$ cat src/rtl/alu_pkg.sv
// rtl/alu_pkg.sv - shared encodings, field positions and FSM states for the ALU command driver
package alu_pkg;

  localparam int OP_W  = 2;
  localparam int OPND_W = 3;
  localparam int RES_W = 6;
  localparam int INSTR_W = 8;

  localparam int ALU_A_LSB  = 0;
  localparam int ALU_B_LSB  = 3;
  localparam int ALU_OP_LSB = 6;

  localparam logic [OP_W-1:0] OP_ADD = 2'b00;
  localparam logic [OP_W-1:0] OP_SUB = 2'b01;
  localparam logic [OP_W-1:0] OP_MUL = 2'b10;
  localparam logic [OP_W-1:0] OP_DIV = 2'b11;

  typedef enum logic [1:0] {
    IDLE  = 2'd0,
    ISSUE = 2'd1,
    WAIT  = 2'd2,
    RESP  = 2'd3
  } state_t;

  // Pin order expected by the ALU: {op, b, a}
  function automatic logic [INSTR_W-1:0] pack_instr(input logic [OP_W-1:0] op,
                                                    input logic [OPND_W-1:0] a,
                                                    input logic [OPND_W-1:0] b);
    return {op, b, a};
  endfunction

endpackage

$ cat src/rtl/alu_cmd_driver_if.sv
// rtl/alu_cmd_driver_if.sv - request/response handshake bundle between host and ALU driver
interface alu_cmd_driver_if;
  logic       req_valid;
  logic       req_ready;
  logic [1:0] req_op;
  logic [2:0] req_a;
  logic [2:0] req_b;
  logic       rsp_valid;
  logic       rsp_ready;
  logic [5:0] rsp_data;
  logic       rsp_err;
  logic       rsp_borrow;

  // Host side: issues requests, consumes responses
  modport master (
    output req_valid, req_op, req_a, req_b, rsp_ready,
    input  req_ready, rsp_valid, rsp_data, rsp_err, rsp_borrow
  );

  // Driver side
  modport slave (
    input  req_valid, req_op, req_a, req_b, rsp_ready,
    output req_ready, rsp_valid, rsp_data, rsp_err, rsp_borrow
  );
endinterface

$ cat src/rtl/alu_req_fifo.sv
// rtl/alu_req_fifo.sv - small synchronous request FIFO with full/empty flags
module alu_req_fifo #(
  parameter int WIDTH = 8,
  parameter int DEPTH = 4
) (
  input  logic             clk,
  input  logic             rst,
  input  logic             push,
  input  logic [WIDTH-1:0] wr_data,
  input  logic             pop,
  output logic [WIDTH-1:0] rd_data,
  output logic             full,
  output logic             empty
);
  localparam int AW = $clog2(DEPTH);

  logic [WIDTH-1:0] mem [DEPTH];
  logic [AW:0]      wr_ptr;
  logic [AW:0]      rd_ptr;

  logic do_push;
  logic do_pop;

  // Pointers carry one wrap bit so full and empty are distinguishable
  assign empty   = (wr_ptr == rd_ptr);
  assign full    = (wr_ptr[AW] != rd_ptr[AW]) && (wr_ptr[AW-1:0] == rd_ptr[AW-1:0]);
  assign do_push = push && !full;
  assign do_pop  = pop && !empty;

  // Read port shows stored data only, so a same-cycle write is never forwarded
  assign rd_data = mem[rd_ptr[AW-1:0]];

  // Storage array, written on accepted pushes
  always_ff @(posedge clk) begin
    if (do_push) begin
      mem[wr_ptr[AW-1:0]] <= wr_data;
    end
  end

  // Pointer update; reset flushes all queued entries
  always_ff @(posedge clk) begin
    if (rst) begin
      wr_ptr <= '0;
      rd_ptr <= '0;
    end else begin
      if (do_push) wr_ptr <= wr_ptr + 1'b1;
      if (do_pop)  rd_ptr <= rd_ptr + 1'b1;
    end
  end
endmodule

$ cat src/rtl/alu_cmd_driver.sv
// rtl/alu_cmd_driver.sv - queues ALU requests, drives ALU pins, returns checked results
module alu_cmd_driver
  import alu_pkg::*;
#(
  parameter int REQ_DEPTH = 4,
  parameter int ALU_LAT   = 1
) (
  input  logic               clk,
  input  logic               rst,
  alu_cmd_driver_if.slave    cmd,
  output logic [INSTR_W-1:0] alu_in,
  output logic               alu_ena,
  input  logic [INSTR_W-1:0] alu_out,
  output logic               busy
);
  localparam logic [2:0] LAST_WAIT = 3'(ALU_LAT - 1);

  state_t state_q;
  state_t state_d;

  logic [INSTR_W-1:0] fifo_rd;
  logic               fifo_full;
  logic               fifo_empty;
  logic               fifo_push;
  logic               fifo_pop;

  logic [OP_W-1:0]    op_q;
  logic [OPND_W-1:0]  a_q;
  logic [OPND_W-1:0]  b_q;
  logic [2:0]         wait_cnt;
  logic [RES_W-1:0]   rsp_data_q;
  logic               rsp_err_q;
  logic               rsp_borrow_q;
  logic               rsp_valid_c;
  logic               busy_c;

  logic [OP_W-1:0]    head_op;
  logic [OPND_W-1:0]  head_a;
  logic [OPND_W-1:0]  head_b;
  logic               head_div0;
  logic               wait_last;

  assign cmd.req_ready = !fifo_full && !rst;
  assign fifo_push     = cmd.req_valid && cmd.req_ready;
  assign fifo_pop      = (state_q == IDLE) && !fifo_empty;

  assign head_op   = fifo_rd[ALU_OP_LSB +: OP_W];
  assign head_a    = fifo_rd[ALU_A_LSB +: OPND_W];
  assign head_b    = fifo_rd[ALU_B_LSB +: OPND_W];
  assign head_div0 = (head_op == OP_DIV) && (head_b == '0);
  assign wait_last = (wait_cnt == LAST_WAIT);

  alu_req_fifo #(
    .WIDTH (INSTR_W),
    .DEPTH (REQ_DEPTH)
  ) u_req_fifo (
    .clk     (clk),
    .rst     (rst),
    .push    (fifo_push),
    .wr_data (pack_instr(cmd.req_op, cmd.req_a, cmd.req_b)),
    .pop     (fifo_pop),
    .rd_data (fifo_rd),
    .full    (fifo_full),
    .empty   (fifo_empty)
  );

  // State register
  always_ff @(posedge clk) begin
    if (rst) state_q <= IDLE;
    else     state_q <= state_d;
  end

  // Next-state and status outputs
  always_comb begin
    state_d     = state_q;
    rsp_valid_c = 1'b0;
    busy_c      = (state_q != IDLE) || !fifo_empty;
    case (state_q)
      IDLE: begin
        if (!fifo_empty) state_d = head_div0 ? RESP : ISSUE;
      end
      ISSUE: begin
        state_d = WAIT;
      end
      WAIT: begin
        if (wait_last) state_d = RESP;
      end
      RESP: begin
        rsp_valid_c = 1'b1;
        if (cmd.rsp_ready) state_d = IDLE;
      end
      default: state_d = IDLE;
    endcase
  end

  // Operand capture, ALU pin drive and result capture; alu_in is loaded on
  // the pop edge so it is already valid in ISSUE and held through WAIT
  always_ff @(posedge clk) begin
    if (rst) begin
      op_q         <= '0;
      a_q          <= '0;
      b_q          <= '0;
      alu_in       <= '0;
      alu_ena      <= 1'b0;
      wait_cnt     <= '0;
      rsp_data_q   <= '0;
      rsp_err_q    <= 1'b0;
      rsp_borrow_q <= 1'b0;
    end else begin
      alu_ena <= 1'b0;
      case (state_q)
        IDLE: begin
          if (!fifo_empty) begin
            op_q <= head_op;
            a_q  <= head_a;
            b_q  <= head_b;
            if (head_div0) begin
              rsp_data_q   <= '0;
              rsp_err_q    <= 1'b1;
              rsp_borrow_q <= 1'b0;
            end else begin
              alu_in  <= fifo_rd;
              alu_ena <= 1'b1;
            end
          end
        end
        ISSUE: begin
          wait_cnt <= '0;
        end
        WAIT: begin
          wait_cnt <= wait_cnt + 3'd1;
          if (wait_last) begin
            rsp_data_q   <= alu_out[RES_W-1:0];
            rsp_err_q    <= (alu_out[ALU_OP_LSB +: OP_W] != op_q);
            rsp_borrow_q <= (op_q == OP_SUB) && (a_q < b_q);
          end
        end
        default: ;
      endcase
    end
  end

  assign cmd.rsp_valid  = rsp_valid_c;
  assign cmd.rsp_data   = rsp_data_q;
  assign cmd.rsp_err    = rsp_err_q;
  assign cmd.rsp_borrow = rsp_borrow_q;
  assign busy           = busy_c;
endmodule

$ cat src/flat_wrapper.sv
// flat-port wrapper written by rule: the top's interface ports become plain ports
module alu_cmd_driver_flat import alu_pkg::*;
#(
  parameter int REQ_DEPTH = 4,
  parameter int ALU_LAT   = 1
)
  (clk, rst, alu_in, alu_ena, alu_out, busy, cmd_req_valid, cmd_req_op, cmd_req_a, cmd_req_b, cmd_rsp_ready, cmd_req_ready, cmd_rsp_valid, cmd_rsp_data, cmd_rsp_err, cmd_rsp_borrow);
  alu_cmd_driver_if cmd_i ();
  input  logic clk;
  input  logic rst;
  output logic [INSTR_W-1:0] alu_in;
  output logic alu_ena;
  input  logic [INSTR_W-1:0] alu_out;
  output logic busy;
  input wire logic [$bits(cmd_i.req_valid)-1:0] cmd_req_valid;
  input wire logic [$bits(cmd_i.req_op)-1:0] cmd_req_op;
  input wire logic [$bits(cmd_i.req_a)-1:0] cmd_req_a;
  input wire logic [$bits(cmd_i.req_b)-1:0] cmd_req_b;
  input wire logic [$bits(cmd_i.rsp_ready)-1:0] cmd_rsp_ready;
  output wire logic [$bits(cmd_i.req_ready)-1:0] cmd_req_ready;
  output wire logic [$bits(cmd_i.rsp_valid)-1:0] cmd_rsp_valid;
  output wire logic [$bits(cmd_i.rsp_data)-1:0] cmd_rsp_data;
  output wire logic [$bits(cmd_i.rsp_err)-1:0] cmd_rsp_err;
  output wire logic [$bits(cmd_i.rsp_borrow)-1:0] cmd_rsp_borrow;
  assign cmd_i.req_valid = cmd_req_valid;
  assign cmd_i.req_op = cmd_req_op;
  assign cmd_i.req_a = cmd_req_a;
  assign cmd_i.req_b = cmd_req_b;
  assign cmd_i.rsp_ready = cmd_rsp_ready;
  assign cmd_req_ready = cmd_i.req_ready;
  assign cmd_rsp_valid = cmd_i.rsp_valid;
  assign cmd_rsp_data = cmd_i.rsp_data;
  assign cmd_rsp_err = cmd_i.rsp_err;
  assign cmd_rsp_borrow = cmd_i.rsp_borrow;
  alu_cmd_driver #(.REQ_DEPTH(REQ_DEPTH), .ALU_LAT(ALU_LAT)) u_core (.clk(clk), .rst(rst), .cmd(cmd_i), .alu_in(alu_in), .alu_ena(alu_ena), .alu_out(alu_out), .busy(busy));
endmodule
$ cat config.mk
export PLATFORM = sky130hd
export DESIGN_NAME = alu_cmd_driver_flat
export DESIGN_NICKNAME = d
export VERILOG_FILES = /design/src/rtl/alu_pkg.sv /design/src/rtl/alu_cmd_driver_if.sv /design/src/rtl/alu_req_fifo.sv /design/src/rtl/alu_cmd_driver.sv /design/src/flat_wrapper.sv
export SDC_FILE = /design/constraint.sdc
export NUM_CORES = 1
export LEC_CHECK = 0
export ABC_AREA = 1
export CORE_ASPECT_RATIO = 1.5
export CORE_UTILIZATION = 35
export CTS_CLUSTER_DIAMETER = 40
export CTS_CLUSTER_SIZE = 28
export DETAILED_ROUTE_END_ITERATION = 6
export HOLD_SLACK_MARGIN = 0.03
export PLACE_DENSITY = 0.6
export SYNTH_ARGS = -nofsm -noshare
export SYNTH_HDL_FRONTEND = slang
export SYNTH_SLANG_ARGS = --single-unit
$ cat constraint.sdc
create_clock -name clk -period 1.5 [get_ports clk]
set_input_delay 0.3 -clock clk [delete_from_list [all_inputs] [get_ports clk]]
set_output_delay 0.3 -clock clk [all_outputs]
set_load 0.02 [all_outputs]
; After elaboration in Yosys (flattened, before gate mapping)
; Memory sizes are Yosys's and may differ from the RTL's. A register that Yosys moved wholly into a read port is not among the register bits.
; Cells that the tools add are included.
; Widths: inputs -> output; s select.
[word_totals]
ram_bits = 32
inputBits = 20
out_inout_bits = 20
word_cells = 80
ff_bits = 36
mem_count = 1
[mem_list]
columns = memory, depth, word_bits, read_ports, rd_clocked_by_memory_dff, wr, line
row1 = u_core.u_req_fifo.mem, 4, 8, 1, 1, 1, alu_req_fifo.sv:17  ; logic [WIDTH-1:0] mem [DEPTH];
[op_classes]
n_lt_le_gt_ge = 1
reduce_logical = 23
eq_ne = 13
add_sub_neg = 3
bitwise = 3
mux = 24
[op_table]
columns = op, n
row1 = $mux 6, 3
row2 = $mux 2, 6
row3 = $pmux 6 s2, 1
row4 = $mux 1, 10
row5 = $add 3x1->3 const B, 3
row6 = $logic_and 1x1->1, 8
row7 = $pmux 2 s4, 1
row8 = $eq 2x2->1 const B, 3
row9 = $logic_not 3->1, 2
row10 = $pmux 3 s2, 1
row11 = $reduce_and 3->1, 2
row12 = $reduce_bool 2->1, 3
row13 = $eq 2x1->1 const B, 2
row14 = $ne 2x1->1 const B, 2
row15 = $ne 2x2->1 const B, 2
row16 = $pmux 1 s2, 2
row17 = $reduce_and 4->1, 1
row18 = $eq 3x3->1, 1
row19 = $logic_not 1->1, 3
row20 = $lt 3x3->1, 1
row21 = $not 1->1, 3
row22 = $reduce_or 3->1, 1
row23 = $eq 2x2->1, 1
row24 = $logic_not 2->1, 1
row25 = 4 further kinds, 4

; Depth between registers and ports, before layout
[depth]
word_depth = 8
mapped_depth = 13
ltp_nobuf = 12

; By module
; A second synthesis with hierarchy kept.
[unflattened]
hier_cells = 345
area_unflattened_um2 = 3191.8
[by_module_without_submodules]
columns = mod, instances, cells_per_inst, area_per_inst_um2, seq_area_each_um2
row1 = alu_req_fifo, 1, 150, 1699.1, 1121.1
row2 = alu_cmd_driver, 1, 195, 1492.7, 600.6

; Worst setup path after synthesis
; Ideal clock, no wire load.
[synth_timing]
kind = reg-to-reg
from = reg u_core.state_q[0]
to = reg u_core.rsp_err_q (netlist: u_core.cmd.rsp_err)
t_required_ns = 1.385
slack_ns = -0.270
period_less_slack_ns = 1.770
path_stages_with_launch = 11
setup_ns = 0.115
arrival_time_ns = 1.655
n_path_buf = 2
cell_sequence = dfxtp_1 -> inv_1 -> ha_1 -> clkbuf_1 -> nand4_1 -> nand2_1 -> nor2_2 -> buf_2 -> nand3_1 -> nand2_1 -> nor2_1
[synth_via]
elab_chain_cells = 3
elab_cells_between_ends = 8
cone_classes = eq/ne (4) / mux (1) / reduce/logical (3)
[synth_rtl]
columns = item, line
row1 = start: declaration, alu_cmd_driver.sv:18  ; state_t state_q;
row2 = start signal: assignment, alu_cmd_driver.sv:70  ; else state_q <= state_d;
row3 = $eq 2x2->1 / $logic_not 2->1 (equally long branches), alu_cmd_driver.sv:111  ; case (state_q)
row4 = $ne 2x1->1 (no line) (tied with other cells), n/a
row5 = $reduce_and 4->1 (no line), n/a
row6 = end signal: assignment, alu_cmd_driver.sv:134  ; rsp_err_q <= (alu_out[ALU_OP_LSB +: OP_W] != op_q);
row7 = end: declaration, alu_cmd_driver.sv:32  ; logic rsp_err_q;
; Parallel ways exist; a longest one is shown, timed or not.
; A chain may end at the register's enable or synchronous reset.

; Final worst setup path
[layout_timing]
from = reg u_core.u_req_fifo.rd_ptr[0]
to = out cmd_req_ready
[layout_via]
elab_chain_cells = 4
[layout_rtl]
columns = item, line
row1 = start: declaration, alu_req_fifo.sv:19  ; logic [AW:0] rd_ptr;
row2 = start signal: assignment, alu_req_fifo.sv:47  ; if (do_pop) rd_ptr <= rd_ptr + 1'b1;
row3 = $eq 2x2->1, alu_req_fifo.sv:26  ; assign full = (wr_ptr[AW] != rd_ptr[AW]) && (wr_ptr[AW-1:0] == rd_ptr[AW-1:0]);
row4 = $logic_and 1x1->1, alu_req_fifo.sv:26
row5 = $logic_not 1->1, alu_cmd_driver.sv:43  ; assign cmd.req_ready = !fifo_full && !rst;
row6 = $logic_and 1x1->1, alu_cmd_driver.sv:43
row7 = end: declaration, flat_wrapper.sv:20  ; output wire logic [$bits(cmd_i.req_ready)-1:0] cmd_req_ready;
; No other way between the ends.

==> metrics.yaml <==
status: "finished, violations left"
failed_checks: "negative setup slack"
dr_total_vias: 2594
final_nets: 470
max_freq_mhz: 620.7
gp_congestion: 0.7539
critPathKind: "register to primary output"
fin_skew_ps: 5.926
tns_ps: -642.9
antenna_left: 0
cp_data_arrival_time_ps: 1310
synth-edff-count: 32
fp.dieW_um: 78.35
initial_core_util_pct: 36.16
ys_types: 28
grt_pass1_vias: 2487
clk_pin_slew_ps: 50
first_iter_violations: 76
most-common-layout-cells: "nand2_1 (63), buf_4 (42), edfxtp_1 (32)"
fp.coreArea_um2: 8464
p_seq_share_pct: 26.0
layout_commonest_cell: "nand2_1"
syn_to_final_growth_pct: 56.46
synth-simple-area-share_pct: 21.30
clockBufferDepth: 2
wl_met3_um: 249
worst_pin_slew_ps: 291.6
cp-end-kind: "primary output"
netlist_top_cells_area: "edfxtp_1 (31%), dfxtp_1 (25%), nand2_1 (11%), ha_1 (4.9%), a21oi_1 (4.7%)"
die_h_um: 116.5
hold_violations: 0
track_usage_pct: 16.20
required_ps: 1200
setup_viol: 22
finalWorstSetupSlack_ps: -111.0
avgRoutedWirePerCell_um: 13.31
ys_warn_count: 0
power_mw: 10.68
maxCapViolCount: 0
h-tree-depth: 3
report.final.slew_viol_count: 0
cts_tree: "yes"
muxShareOfSynthArea_pct: 0
drive_gt1_share_pct: 38.46
die-area_um2: 9130
ir_drop_mv: 1.449
syn_nets: 371
port_buffers: 39
synth_top_family_by_area: "simple AND/OR/NAND/NOR gates"
cts.sinks: 70
grt_max_degree: 22
synthArstFlopShare_pct: 0
startpoint_type: "register"
rows: 41
place_hpwl_mm: 4.703
whs_ps: 454.1
worstPathMaxFanout: 3
wl_mm: 7.309
synth_xor_area_share_pct: 0.8585
antenna_found_initial: 0
power.net_switching_mw: 3.958
drc: 0
hp-class: "register to register"
period_minus_slack_ps: 1611
grt_first_pass_wirelength_mm: 11.03
synthFlopType: "dfxtp_1"
synth-seq-cells: 70
syn_avg_cell_area_um2: 9.028
synthAdderAreaFrac_pct: 4.906
yosysSeqAreaShare_pct: 56.26
synth.top_cell.area_share_pct: 31.40
drtPass1Iterations: 4
cts-root-buf: "clkbuf_16"
syn_area_um2: 3060
relSlewSlack_pct: 80.56
intPower_mw: 6.717
routedLengthMet1_mm: 2.872
p_sw_share_pct: 37.08
synth_top_area_cell: "edfxtp_1"
avgViaCountPerCell: 4.725
p_per_area_nw_per_um2: 2230
nFillCells: 719
grt_setup_unrepaired: "yes"
clk_latency_ps: 340
synth_compound_area_share_pct: 9.444
io-pin-count: 40
met2WireLength_mm: 3.993
top_layer_used: "met4"
diodes: 0
p_leak_nw: 2.043
p_comb_share_pct: 51.6
grt.overflow.total: 0
p_clk_share_pct: 22.4
syn_inst: 339
numCtsBuffers: 9
timing.final.crit_share_pct: 107.4
final_util_pct: 56.57
-- critical path, cell delays in order, from the launching register on --
cell and delay (ps):
dfxtp_4 360, xnor2_4 200, nand4_1 140, nand2_1 100, inv_1 50, buf_6 120
-- what timing repair did --
action | in CTS | in global routing
hold buffers | 0 | 0
gates cloned | 1 | 5
pin swaps | 5 | 41
setup endpoints to repair | 41 | 67
gates resized for setup | 66 | 73
buffers inserted | 5 | 13
-- Yosys cell counts (2+ instances only) --
library cell  number
dfxtp_1           38
nor3_1             3
buf_6              3
inv_1             35
o21ai_0           16
edfxtp_1          32
clkbuf_1           5
ha_1              12
o22ai_1            2
buf_2              4
a211oi_1           2
nand2_1           86
nand4_1            3
nand3_1           18
nand2_2            4
a21oi_1           29
xnor2_1            3
nor2_1            32
nand3_2            3
-- sequential cells by signal, indices dropped and copies added, names as in the netlist, named ones only --
register / cells
u_core.a_q: 3
u_core.alu_ena: 1
u_core.alu_in: 8
u_core.b_q: 3
u_core.cmd.rsp_borrow: 1
u_core.cmd.rsp_data: 6
u_core.cmd.rsp_err: 1
u_core.op_q: 2
u_core.state_q: 2
u_core.u_req_fifo.mem: 32
u_core.u_req_fifo.rd_ptr: 3
u_core.u_req_fifo.wr_ptr: 3
u_core.wait_cnt: 3
-- worst paths after layout --
kind	from	end	slack (ps)	depth (start not counted)
min	u_core.alu_in[7]	u_core.alu_in[7]	450	2
max	u_core.u_req_fifo.rd_ptr[0]	cmd_req_ready	-110	5
max reg2reg	register	u_core.alu_in[0]	-60	12
min reg2reg	u_core.alu_in[7]	u_core.alu_in[7]	450	2
-- metrics by stage --
stage | setup WS (ps) | instance area [µm²] | instances
floorplan | -120.1 | 3129 | 339
global placement | -362.3 | 3930 | 515
detailed placement | -348.1 | 3930 | 515
CTS | -75.29 | 4380 | 536
global route | -176.8 | 4788 | 549
finish | -111.0 | 4788 | 549
-- area by class of cell --
cell class,count,area [µm²],share of cell area (%)
Sequential cell,70,1739,36.32
Multi-Input combinational cell,221,1480,30.91
Inverter,37,148.9,3.109
Clock inverter,6,111.4,2.326
Clock buffer,9,225.2,4.703
Tap cell,107,133.9,2.796
Timing Repair Buffer,99,949.7,19.83
-- power by group through the flow --
stage          sequential, mW  clock, mW  combinational, mW
3_5_place_dp             2.74          0               4.15
6_report                 2.77       2.40               5.51
4_1_cts                  2.73       2.43               4.37
3_3_place_gp             2.72          0               4.11
5_1_grt                  2.82       2.52               5.98
2_1_floorplan            2.95          0               2.33
-- per-layer routing --
metal / global-route usage, % / up-vias
met5: 0 / -
li1: - / 1318
met3: 5.625 / 16
met1: 15.79 / 1217
met4: 8.025 / 0
met2: 30.18 / 43
-- kinds of logic (layout without fill, tap and decap cells) --
| group | count (synthesis) | in the layout |
|---|---|---|
| buf+inv | 50 | 151 |
| flops | 70 | 70 |
| simple gates | 152 | 154 |
| xor+xnor | 3 | 3 |
| compound gates | 52 | 52 |
| fa+ha+maj | 12 | 12 |
No activity file was read; power rests on OpenSTA's default activity.
